### src/rtl/icache_fill.sv
// Direct-mapped instruction cache with a single-block miss fill.
// Define ICACHE_PREFETCH_EN to also fill the next sequential line from mem_out2 on every miss.
module icache_fill #(
  parameter int WORD_SIZE  = 32,
  parameter int BLOCK_SIZE = 128,
  parameter int LINES      = 8
) (
  input  logic                  clk,
  input  logic                  rst_n,
  input  logic                  cpu_req,
  input  logic [WORD_SIZE-1:0]  cpu_addr,
  output logic                  cpu_ready,
  output logic                  cpu_valid,
  output logic [WORD_SIZE-1:0]  cpu_inst,
  input  logic                  inv,
  output logic [WORD_SIZE-1:0]  mem_addr,
  output logic                  mem_read,
  input  logic [BLOCK_SIZE-1:0] mem_out1,
  input  logic [BLOCK_SIZE-1:0] mem_out2
);

  // state  | meaning
  // IDLE   | ready for a fetch, latch address on cpu_req
  // LOOKUP | tag compare at latched index
  // MREQ   | mem_read pulse with block-aligned address
  // MWAIT  | memory block present, fill line and capture word
  // RESP   | cpu_valid pulse, back to IDLE

  localparam int OFF_W  = $clog2(BLOCK_SIZE/8);
  localparam int IDX_W  = $clog2(LINES);
  localparam int TAG_W  = WORD_SIZE - OFF_W - IDX_W;
  localparam int WSEL_W = $clog2(BLOCK_SIZE/WORD_SIZE);

  typedef enum logic [2:0] {
    S_IDLE,
    S_LOOKUP,
    S_MREQ,
    S_MWAIT,
    S_RESP
  } state_t;

  state_t                 state;
  logic [WORD_SIZE-1:2]   addr_q;
  logic [LINES-1:0]       line_valid;
  logic [TAG_W-1:0]       line_tag  [LINES];
  logic [BLOCK_SIZE-1:0]  line_data [LINES];

  logic [IDX_W-1:0]       idx;
  logic [TAG_W-1:0]       tag;
  logic [WSEL_W-1:0]      wsel;
  logic                   hit;

  assign idx  = addr_q[OFF_W +: IDX_W];
  assign tag  = addr_q[WORD_SIZE-1 -: TAG_W];
  assign wsel = addr_q[OFF_W-1 -: WSEL_W];
  assign hit  = line_valid[idx] && (line_tag[idx] == tag);

`ifdef ICACHE_PREFETCH_EN
  localparam int BN_W = WORD_SIZE - OFF_W;

  // Next block number; carry out of the index field bumps the tag on wrap.
  logic [BN_W-1:0]  nxt_bn;
  logic [IDX_W-1:0] nxt_idx;
  logic [TAG_W-1:0] nxt_tag;
  logic             unused_bits;

  assign nxt_bn      = addr_q[WORD_SIZE-1:OFF_W] + BN_W'(1);
  assign nxt_idx     = nxt_bn[IDX_W-1:0];
  assign nxt_tag     = nxt_bn[BN_W-1 -: TAG_W];
  assign unused_bits = ^cpu_addr[1:0];
`else
  logic unused_bits;
  assign unused_bits = ^{cpu_addr[1:0], mem_out2};
`endif

  // Word 0 lives in the most significant bits of the block.
  function automatic logic [WORD_SIZE-1:0] pick_word(input logic [BLOCK_SIZE-1:0] blk,
                                                     input logic [WSEL_W-1:0]     w);
    return blk[BLOCK_SIZE-1-int'(w)*WORD_SIZE -: WORD_SIZE];
  endfunction

  always_ff @(posedge clk) begin
    if (!rst_n) begin
      state      <= S_IDLE;
      addr_q     <= '0;
      line_valid <= '0;
      cpu_ready  <= 1'b1;
      cpu_valid  <= 1'b0;
      cpu_inst   <= '0;
      mem_read   <= 1'b0;
      mem_addr   <= '0;
    end else begin
      cpu_valid <= 1'b0;
      mem_read  <= 1'b0;
      case (state)
        S_IDLE: begin
          if (cpu_req) begin
            addr_q    <= cpu_addr[WORD_SIZE-1:2];
            cpu_ready <= 1'b0;
            state     <= S_LOOKUP;
          end
        end
        S_LOOKUP: begin
          if (hit) begin
            cpu_inst  <= pick_word(line_data[idx], wsel);
            cpu_valid <= 1'b1;
            state     <= S_RESP;
          end else begin
            mem_read <= 1'b1;
            mem_addr <= {addr_q[WORD_SIZE-1:OFF_W], {OFF_W{1'b0}}};
            state    <= S_MREQ;
          end
        end
        S_MREQ: begin
          state <= S_MWAIT;
        end
        S_MWAIT: begin
          line_valid[idx] <= 1'b1;
`ifdef ICACHE_PREFETCH_EN
          line_valid[nxt_idx] <= 1'b1;
`endif
          cpu_inst  <= pick_word(mem_out1, wsel);
          cpu_valid <= 1'b1;
          state     <= S_RESP;
        end
        S_RESP: begin
          cpu_ready <= 1'b1;
          state     <= S_IDLE;
        end
        default: begin
          cpu_ready <= 1'b1;
          state     <= S_IDLE;
        end
      endcase
      // Invalidate wins over a same-edge fill; the response itself is unaffected.
      if (inv) line_valid <= '0;
    end
  end

  // Tag/data arrays need no reset: a line is only observed through its valid bit.
  always_ff @(posedge clk) begin
    if (rst_n && state == S_MWAIT) begin
      line_tag[idx]  <= tag;
      line_data[idx] <= mem_out1;
`ifdef ICACHE_PREFETCH_EN
      line_tag[nxt_idx]  <= nxt_tag;
      line_data[nxt_idx] <= mem_out2;
`endif
    end
  end

endmodule

### config.mk
export PLATFORM = sky130hd
export DESIGN_NAME = icache_fill
export DESIGN_NICKNAME = d
export VERILOG_FILES = /design/src/rtl/icache_fill.sv
export SDC_FILE = /design/constraint.sdc
export NUM_CORES = 1
export LEC_CHECK = 0
export CAP_MARGIN = 40
export CELL_PAD_IN_SITES_DETAIL_PLACEMENT = 0
export CELL_PAD_IN_SITES_GLOBAL_PLACEMENT = 2
export CORE_AREA = 5 5 358 360
export DETAILED_ROUTE_END_ITERATION = 12
export DIE_AREA = 0 0 363 365
export PLACE_DENSITY_LB_ADDON = 0.1
export SYNTH_ARGS = -nofsm -noshare
export SYNTH_HDL_FRONTEND = slang
export SYNTH_SLANG_ARGS = --single-unit
export TNS_END_PERCENT = 20
### constraint.sdc
create_clock -name clk -period 13.2 [get_ports clk]
set_input_delay 1.98 -clock clk [delete_from_list [all_inputs] [get_ports clk]]
set_output_delay 1.98 -clock clk [all_outputs]
set_load 0.01 [all_outputs]
==> impl_metrics.yaml <==
sta:
  hold_viol_final: 0
  relSlewSlack: 0.305
  final-setup-viol-count: 0
  period_minus_slack_ps: 4700
  finClkSkew_ps: 26.6
  rsz0062_at_grt: "no"
  worst_pin_slew_ps: 1040
  drv_slew: 0
  finalCritPeriodShare: 0.356
  worst_slack_ps: 8500
  fmax_mhz: 213
  holdWs_ps: 454
setup_path:
  crit_fanout: 55
  arrival_ps: 5350
  criticalPathCategory: "reg2reg"
  cp_data_required_time_ps: 13850
  end_kind: "flip-flop"
  start_kind: "flip-flop"
  r2r_cells: 14
synth:
  yosysMostFrequentCell: "edfxtp_1"
  syn_inst: 2450
  yosys.cell_types.count: 46
  synth-seq-cells: 1331
  syn_area_sq_um: 51800
  synth_top_cell_by_area: "edfxtp_1"
  async_reset_ff_frac: 0
  synth-edff-count: 1224
  yosys-top-cells-area: "edfxtp_1, mux4_2, dfxtp_1"
  yosys-top-cells-count: "edfxtp_1, mux4_2, nand2_1, mux2i_1, dfxtp_1"
  synth_warnings: 0
  syn_avg_cell_area_sq_um: 21.1
  seq_area_frac_synth: 0.751
  ys.flop_type: "edfxtp_1"
  synth_top_area_frac: 0.710
clock_tree:
  tritoncts: "done"
  cts_setup_buffers: 0
  insertion_delay_ps: 740
  clockBufferDepth: 3
  path_clk_slew_ps: 60
  tritoncts.num_buffers: 145
  ctsHoldBuffers: 0
  cts_resized: 0
  cts_root_buf: "clkbuf_16"
  clock_sinks: 1331
  htree_num_levels: 4
run:
  drv_cap: 0
routing:
  wl_per_cell_um: 26.6
  drtIter0Drc: 1632
  drc: 0
  viasPerCell: 5.47
  wl_um: 120000
  ant_nets: 0
  num_vias: 24700
  drt-pass1-iter-count: 5
placed_design:
  dp_slack_ps: 7700
  gp_congestion: 0.703
  placedInstanceArea_sq_um: 56500
  dp.cells: 4245
  post-dp-hpwl_um: 66100
  port_buffers: 224
global_route:
  top_usage_layer: "met2"
  grt-ovfl-total: 0
  gr-usage-all-layers: 0.183
  grtUsageMet3: 0.0366
  grt_pass1_vias: 26700
  met2_usage: 0.319
  met1_usage: 0.239
  antenna_found_initial: 18
  grt_max_degree: 118
  grt_pass1_wl_um: 178000
power:
  leakage_nw: 18.8
  switching_share: 0.209
  seqPwrFrac: 0.507
  power-per-cell-area_nw_per_um2: 150
  p_int_w: 0.00728
  power_switching_w: 0.00192
  power_frac_clock: 0.435
  power_frac_comb: 0.058
  vdd_drop_max_mv: 0.125
hold_path:
  worstHoldPathCells: 2
  holdCritPathClass: "reg2reg"
finish:
  fin_area_sq_um: 61300
  final_util: 0.491
  layout-drive-gt1-share: 0.230
  synthToLayoutAreaGrowth_pct: 18.3
  final_cells: 4513
  fin_nets: 3034
die:
  start_util: 0.415
  core_area_sq_um: 125000
  die_area_sq_um: 132000
  die-height_um: 365
  io_pins: 359
  row_count: 130
  die_w_um: 363
outcome:
  status: "finished, final reports clean"
## area by class of cell
type / count / area, sq um
Multi-Input combinational cell: 975 / 12300
Sequential cell: 1331 / 38900
Timing Repair Buffer: 288 / 3240
Inverter: 1 / 3.75
Tap cell: 1650 / 2060
Antenna cell: 6 / 15.0
Fill cell: 10200 / 63500
Clock inverter: 59 / 701
Clock buffer: 203 / 4030
## final timing paths
kind                start  slack, ps      endpoint
max reg2reg     flip-flop       8500  cpu_inst[21]
min reg2reg  cpu_inst[26]        450  cpu_inst[26]
max             flip-flop       8500  cpu_inst[21]
min          cpu_inst[26]        450  cpu_inst[26]
## registers in the layout, indices dropped and copies added, names as in the netlist, named ones only
register    flops
line_data    1024
line_tag      200
cpu_inst       32
addr_q         30
mem_addr       28
line_valid      8
state           3
cpu_ready       1
cpu_valid       1
mem_read        1
## power by group through the flow
stage	clock network (W)	logic [W]	registers, W
6_report	0.00401	0.000533	0.00466
5_1_grt	0.00430	0.000580	0.00467
4_1_cts	0.00411	0.000547	0.00466
2_1_floorplan	0	0.000344	0.00473
3_5_place_dp	0	0.000545	0.00475
3_3_place_gp	0	0.000518	0.00476
## critical path, cell delays in order, from the launching register on
cell     delay (ps)
dfxtp_4         520
buf_16          310
buf_4           510
buf_4           290
buf_16          310
mux4_2          340
mux2i_1         190
xor2_1          180
nand4_1         260
nor4_1          260
nand3_1         170
nand2_4         210
buf_4           420
buf_12          280
mux2i_1         220
## cell families (layout without fill, tap and decap cells)
family | Yosys count | in the layout | synth area share
DFF | 1331 | 1331 | 0.751
muxes | 534 | 534 | 0.192
and+or+nand+nor | 287 | 287 | 0.0234
buffers and inverters | 147 | 551 | 0.0133
AOI/OAI and AO/OA | 137 | 137 | 0.0180
xor gates and xnor gates | 13 | 13 | 0.00220
other | 1 | 10 | 0.0000724
## per-layer routing
| layer | wire, um | part of all wire |
|---|---|---|
| met5 | 64 | 0.00053 |
| met4 | 2240 | 0.019 |
| met3 | 5780 | 0.048 |
| met2 | 61700 | 0.51 |
| met1 | 50300 | 0.42 |
## metrics by stage
stage / power (W) / setup TNS [ps]
6_report: 0.00920 / 0
5_1_grt: 0.00954 / 0
4_1_cts: 0.00932 / 0
3_5_place_dp: 0.00530 / 0
3_3_place_gp: 0.00528 / 0
2_1_floorplan: 0.00507 / -54000
## layout by cell type, fill, tap and decap left out, types with 6 or more instances in the layout
| cell | count |
|---|---|
| clkinv_1 | 23 |
| clkbuf_1 | 43 |
| mux2_2 | 10 |
| edfxtp_1 | 1224 |
| nand2b_1 | 7 |
| o211ai_1 | 32 |
| clkdlybuf4s50_1 | 223 |
| bufinv_16 | 13 |
| nand2_1 | 198 |
| xor2_1 | 12 |
| nand3_1 | 6 |
| a22o_1 | 11 |
| diode_2 | 6 |
| clkbuf_8 | 12 |
| buf_4 | 35 |
| nor2b_1 | 6 |
| buf_12 | 9 |
| clkinv_2 | 9 |
| mux4_2 | 366 |
| dfxtp_1 | 102 |
| or3_1 | 9 |
| a21oi_1 | 19 |
| nor2_4 | 6 |
| mux2i_1 | 153 |
| a21boi_0 | 30 |
| a22oi_1 | 7 |
| o22ai_1 | 9 |
| buf_16 | 20 |
| o21ai_0 | 19 |
| clkbuf_16 | 148 |
| nor2_1 | 28 |
Note: power is estimated with default switching activity, not from simulation.
